[src/rtl/uart_tx_ser.sv]
// UART transmit stage: byte FIFO feeding an 8N1 serializer.
// TXD advances one bit per sio_ce tick; status flags back to the register block.
module uart_tx_ser #(
    parameter int DEPTH = 4,
    parameter int AW    = 2
) (
    input  logic       clk,
    input  logic       resetn,
    input  logic       sio_ce,
    input  logic [7:0] din_i,
    input  logic       we_i,
    input  logic       cts_i,
    input  logic       clr_ovr_i,
    output logic       txd_o,
    output logic       full_o,
    output logic       empty_o,
    output logic       busy_o,
    output logic       ovr_o
);

    typedef enum logic [1:0] {
        IDLE,
        START,
        DATA,
        STOP
    } state_t;

    localparam logic [AW:0]   CNT_FULL = (AW+1)'(DEPTH);
    localparam logic [AW:0]   CNT_ONE  = (AW+1)'(1);
    localparam logic [AW-1:0] PTR_ONE  = AW'(1);

    state_t        state_q, state_d;
    logic [7:0]    shift_q, shift_d;
    logic [2:0]    bit_q, bit_d;
    logic          txd_q, txd_d;
    logic [AW-1:0] wr_ptr_q, wr_ptr_d;
    logic [AW-1:0] rd_ptr_q, rd_ptr_d;
    logic [AW:0]   count_q, count_d;
    logic          ovr_q, ovr_d;
    logic [7:0]    mem_q [DEPTH];

    logic full, empty, push, pop, can_start;

    assign full      = (count_q == CNT_FULL);
    assign empty     = (count_q == '0);
    assign push      = we_i & ~full;
    assign can_start = ~empty & ~cts_i;

    always_comb begin
        state_d = state_q;
        shift_d = shift_q;
        bit_d   = bit_q;
        txd_d   = txd_q;
        pop     = 1'b0;
        if (sio_ce) begin
            unique case (state_q)
                IDLE: begin
                    txd_d = 1'b1;
                    if (can_start) begin
                        pop     = 1'b1;
                        shift_d = mem_q[rd_ptr_q];
                        txd_d   = 1'b0;
                        state_d = START;
                    end
                end
                START: begin
                    txd_d   = shift_q[0];
                    bit_d   = 3'd0;
                    state_d = DATA;
                end
                DATA: begin
                    if (bit_q != 3'd7) begin
                        shift_d = {1'b0, shift_q[7:1]};
                        bit_d   = bit_q + 3'd1;
                        txd_d   = shift_q[1];
                    end else begin
                        txd_d   = 1'b1;
                        state_d = STOP;
                    end
                end
                STOP: begin
                    // Next frame starts straight after the stop bit, no idle gap
                    if (can_start) begin
                        pop     = 1'b1;
                        shift_d = mem_q[rd_ptr_q];
                        txd_d   = 1'b0;
                        state_d = START;
                    end else begin
                        txd_d   = 1'b1;
                        state_d = IDLE;
                    end
                end
                default: state_d = IDLE;
            endcase
        end
    end

    always_comb begin
        wr_ptr_d = wr_ptr_q;
        rd_ptr_d = rd_ptr_q;
        count_d  = count_q;
        ovr_d    = ovr_q;
        if (push) wr_ptr_d = wr_ptr_q + PTR_ONE;
        if (pop)  rd_ptr_d = rd_ptr_q + PTR_ONE;
        if (push && !pop)      count_d = count_q + CNT_ONE;
        else if (pop && !push) count_d = count_q - CNT_ONE;
        // A dropped write wins over a same-cycle clear
        if (we_i && full)   ovr_d = 1'b1;
        else if (clr_ovr_i) ovr_d = 1'b0;
    end

    always_ff @(posedge clk or negedge resetn) begin
        if (!resetn) begin
            state_q  <= IDLE;
            shift_q  <= '0;
            bit_q    <= '0;
            txd_q    <= 1'b1;
            wr_ptr_q <= '0;
            rd_ptr_q <= '0;
            count_q  <= '0;
            ovr_q    <= 1'b0;
        end else begin
            state_q  <= state_d;
            shift_q  <= shift_d;
            bit_q    <= bit_d;
            txd_q    <= txd_d;
            wr_ptr_q <= wr_ptr_d;
            rd_ptr_q <= rd_ptr_d;
            count_q  <= count_d;
            ovr_q    <= ovr_d;
        end
    end

    always_ff @(posedge clk) begin
        if (push) mem_q[wr_ptr_q] <= din_i;
    end

    assign txd_o   = txd_q;
    assign full_o  = full;
    assign empty_o = empty;
    assign busy_o  = (state_q != IDLE);
    assign ovr_o   = ovr_q;

endmodule

[config.mk]
export PLATFORM = sky130hd
export DESIGN_NAME = uart_tx_ser
export DESIGN_NICKNAME = d
export VERILOG_FILES = /design/src/rtl/uart_tx_ser.sv
export SDC_FILE = /design/constraint.sdc
export NUM_CORES = 1
export LEC_CHECK = 0
export BUFFER_PORTS_ARGS = -buffer_cell sky130_fd_sc_hd__buf_2
export CAP_MARGIN = 25
export CELL_PAD_IN_SITES_DETAIL_PLACEMENT = 0
export CELL_PAD_IN_SITES_GLOBAL_PLACEMENT = 1
export CORE_ASPECT_RATIO = 1.75
export CORE_MARGIN = 1.5
export CORE_UTILIZATION = 45
export DETAILED_ROUTE_END_ITERATION = 10
export PLACE_DENSITY_LB_ADDON = 0.1
export SYNTH_ARGS = -nofsm -noshare
export SYNTH_HDL_FRONTEND = slang
export SYNTH_SLANG_ARGS = --single-unit
export TNS_END_PERCENT = 10
[constraint.sdc]
create_clock -name clk -period 2.1 [get_ports clk]
set_input_delay 0.105 -clock clk [delete_from_list [all_inputs] [get_ports clk]]
set_output_delay 0.105 -clock clk [all_outputs]
set_load 0.05 [all_outputs]
==> summary by stage <==
Run status
The run finished with clean final reports.

Timing
Setup violations remaining at the end of the flow were counted as 0. The pin slew with the least headroom to its limit is roughly 0.53 ns. The final cycle utilization of the critical path is roughly 95%. The final max-slew violation count is 0. For this run, the top clock speed supported by timing is 0.5024 GHz.

Setup repair after global routing left no endpoint under its margin. The number of hold violations in the final report is 0. The final setup slack of the worst path is 0.1097 ns. The time the final worst path needs with I/O delays and setup is 1.990 ns. In this run the tightest slew margin relative to its limit is 64.75%. On the final layout, the worst clock skew is 0.008775 ns.

Critical path
The critical path goes through inv_1 > ha_4 > inv_2 > nand3_2 > ha_4 > inv_1 > fa_2 > mux2_2. The endpoint class of the critical path is a flop. The critical path startpoint is state_q[1]$_DFFE_PN0P_.

The startpoint class of the critical path is a flop. The arrival time of data at the critical path endpoint is between 2 and 2.5 ns. The biggest cell delay along the critical path is roughly 0.42 ns. The slowest stage of the critical path belongs to the cell sky130_fd_sc_hd__fa_2. In this run the critical register-to-register path is captured at count_q[1]$_DFFE_PN0P_. Data on the critical path is required at its endpoint by 2.30 ns. The largest driver fanout on the critical path is 4. The startpoint identified for the worst register-to-register timing path is state_q[1]$_DFFE_PN0P_. The class of the most critical setup path is reg2reg. Setup slack on the worst reg-to-reg path comes out at 0.11 ns.

The depth of the most critical reg-to-reg path is 8.

Global route
The pin count of the biggest net entering global routing is 23. Global routing consumed, over all layers together, 15.80% of the routing resources. The initial antenna violation count was 0. After global routing the overflow that remains totals 0. The via count of the first global-routing pass was 1,458. The first global-routing pass estimated 6.920 mm of wire.

Die
The number of I/O pins is 19. The die outline area is 5988 um2. The core region is 5299 um2. The starting density of the core is 46.85%. The die is 101.3 um tall.

The die width is around 59 um. The total number of placement rows is 35.

Synthesis
The post-synthesis cell type count is 34. The share of the Yosys chip area taken by registers is 60.94%. The mean cell area of the mapped netlist is 14.60 um2. The async set-or-reset flop fraction in the synthesized netlist is 40.74%.

Ranked by total cell area, the synthesized netlist is headed by sky130_fd_sc_hd__edfxtp_1 (39%), sky130_fd_sc_hd__dfrtp_1 (21%), sky130_fd_sc_hd__mux2_2 (7.7%). The total nets after synthesis is 197. The number of warnings printed during yosys synthesis is 0. The mapped cell area is 2482 um2.

The number of flops mapped to enable cells by yosys is 32. The flip-flop and latch count after synthesis is 54. The number of standard cells after synthesis is 170.

The most used standard cell by instance count after synthesis is sky130_fd_sc_hd__edfxtp_1. The top cell type by area accounts for 38.71% of the synthesized area. Summed over all instances, the cell type with the most area after synthesis is sky130_fd_sc_hd__edfxtp_1.

The main flop type after synthesis is sky130_fd_sc_hd__edfxtp_1. The commonest cells after synthesis are sky130_fd_sc_hd__edfxtp_1 (32), sky130_fd_sc_hd__dfrtp_1 (21), sky130_fd_sc_hd__mux2_2 (17).

Place
The quantity of I/O buffers inserted on ports is 18. The detailed-placement wirelength estimate is 3.038 mm. The post-placement worst setup slack is ~0.029 ns. In this run the cell area measured after placement is 2721 um2. At the end of routability-driven placement, the weighted congestion stood at 0.7284.

Route
The first-iteration detailed-routing DRC count is 45. The average wire per cell in the routed design is 15.32 um. For this block, the routed nets add up to 4.229 mm of wire.

The number of vias in the routed layout is ~1,400. Using the TritonRoute via totals, the vias-per-cell ratio works out to 5.025. The detailed-routing iteration count for the pre-antenna-repair pass is 4. The post-detailed-route count of antenna-violating nets is 0. In the routed design, unresolved DRC markers number 0.

Min path
Counting instances, the worst hold path has a depth of 1. The endpoint with the worst hold slack is mem_q[2][5]$_DFFE_PP_. In this run the most critical hold path is launched from din_i[5].

The path class of the tightest hold or removal check is in2reg.

Finish
Summing all non-filler instances in the final layout gives an area of 2859 um2. The layout-stage area growth over the synthesis result is 15.17%. Once layout is complete, the utilization of the core stands at approximately 54%.

In the final layout, the share of cells above drive strength 1 is between 30% and 40%. The number of diodes added for antenna fixing is 0. The net total in the final layout is 228.

Clock network
The TritonCTS sink count is 54. The clock passes through at most 2 buffers. The number of H-tree levels is 2. The tree is rooted in a sky130_fd_sc_hd__clkbuf_8. After clock tree synthesis, the clock-pin slew on the worst setup and hold paths is 0.09 ns. The TritonCTS clock tree is built. The number of clock buffers inserted by TritonCTS is 5. The later-pin clock latency in the skew report is 0.30 ns.

Flow run
Max-cap violations in this run came to 0.

Power
In this run the static leakage power is between 1 and 1.5 nW. Across the VDD grid, the largest voltage drop is ~0.82 mV. The cell area power density is around 1500 nW/um2.
[registers in the layout (all words and copies together) (netlist names)]
| name | count |
|---|---|
| shift_q | 8 |
| ovr_o | 1 |
| rd_ptr_q | 2 |
| count_q | 3 |
| bit_q | 3 |
| txd_o | 1 |
| state_q | 2 |
| wr_ptr_q | 2 |
| mem_q | 32 |
[per-stage QoR]
| step | power [mW] | std cells | setup TNS (ns) | hold WS, ns |
|---|---|---|---|---|
| after CTS | 4.246 | 274 | 0 | 0.0002497 |
| after global routing | 4.553 | 276 | 0 | 0.002569 |
| final | 4.242 | 276 | 0 | 0.008680 |
| after detailed placement | 3.643 | 265 | 0 | 0.1067 |
| after global placement | 3.567 | 265 | 0 | 0.1018 |
| after floorplan | 3.177 | 170 | -0.1602 | -0.1906 |
[power by group]
part / internal [mW] / total (mW) / leakage [nW] / switching, mW
Sequential: 1.48 / 1.66 / 0.560 / 0.178
Clock: 0.266 / 0.585 / 0.0488 / 0.320
Combinational: 0.935 / 1.99 / 0.554 / 1.06
Total: 2.68 / 4.24 / 1.16 / 1.56
[routing by layer]
layer	vias to the layer above	wire length, um	global-route usage (%)
met1	682	1704	17.31
met4	0	56	5.769
met3	5	81	2.682
li1	683	-	-
met2	17	2386	29.49
met5	-	0	0
[logic make-up after synthesis]
| family | after synthesis | share of synthesized area (%) |
|---|---|---|
| XOR/XNOR | 6 | 2.117 |
| adder cells (fa/ha/maj) | 13 | 6.855 |
| AND/OR/NAND/NOR | 31 | 6.451 |
| buffers and inverters | 17 | 3.729 |
| AO/OA/AOI/OAI | 21 | 6.905 |
| multiplexers | 28 | 13.00 |
| flip-flops | 54 | 60.94 |
[worst max path at each step]
stage	end	cells after the start
after CTS	count_q[1]$_DFFE_PN0P_	8
final	count_q[1]$_DFFE_PN0P_	8
after global routing	count_q[2]$_DFFE_PN0P_	9
after floorplan	count_q[2]$_DFFE_PN0P_	9
after global placement	count_q[2]$_DFFE_PN0P_	9
after detailed placement	count_q[2]$_DFFE_PN0P_	9
[final cells by class]
cell class / instances / area [um2]
Clock buffer: 6 / 82.58
Clock inverter: 2 / 12.51
Fill cell: 457 / 2440
Inverter: 10 / 37.54
Multi-Input combinational cell: 99 / 927.1
Sequential cell: 54 / 1514
Tap cell: 74 / 92.59
Timing Repair Buffer: 31 / 192.7
[critical path, delay by kind of cell, from the launching register on]
kind	cells	cell delay, ns
buf+inv	3	0.27
mux	1	0.26
fa+ha+maj	3	0.83
simple gates	1	0.11
flops	1	0.40
[cell usage in the layout (no fill, tap or decap), types with 2 or more instances in the layout]
master,count
sky130_fd_sc_hd__nand3_2,2
sky130_fd_sc_hd__inv_1,8
sky130_fd_sc_hd__mux2_2,17
sky130_fd_sc_hd__dfrtp_1,20
sky130_fd_sc_hd__buf_2,18
sky130_fd_sc_hd__xnor2_1,4
sky130_fd_sc_hd__dlygate4sd3_1,2
sky130_fd_sc_hd__a22oi_1,2
sky130_fd_sc_hd__clkbuf_8,6
sky130_fd_sc_hd__nor2_1,4
sky130_fd_sc_hd__inv_2,2
sky130_fd_sc_hd__a22o_1,2
sky130_fd_sc_hd__xor2_1,2
sky130_fd_sc_hd__edfxtp_1,32
sky130_fd_sc_hd__a221o_1,7
sky130_fd_sc_hd__ha_4,2
sky130_fd_sc_hd__nor2b_1,3
sky130_fd_sc_hd__mux2i_1,9
sky130_fd_sc_hd__buf_4,11
sky130_fd_sc_hd__o21ai_0,5
sky130_fd_sc_hd__and2_1,4
sky130_fd_sc_hd__nor3_1,9
sky130_fd_sc_hd__ha_1,10
sky130_fd_sc_hd__nand2_1,4
[timing repair]
item | in CTS | in global routing
setup endpoints to repair | 1 | 2
hold endpoints to repair | 21 | 4
buffers inserted | 0 | 1
gates cloned | 0 | 0
resized for setup | 1 | 2
hold buffers | 1 | 1
Power figures use the tool's default switching activity.
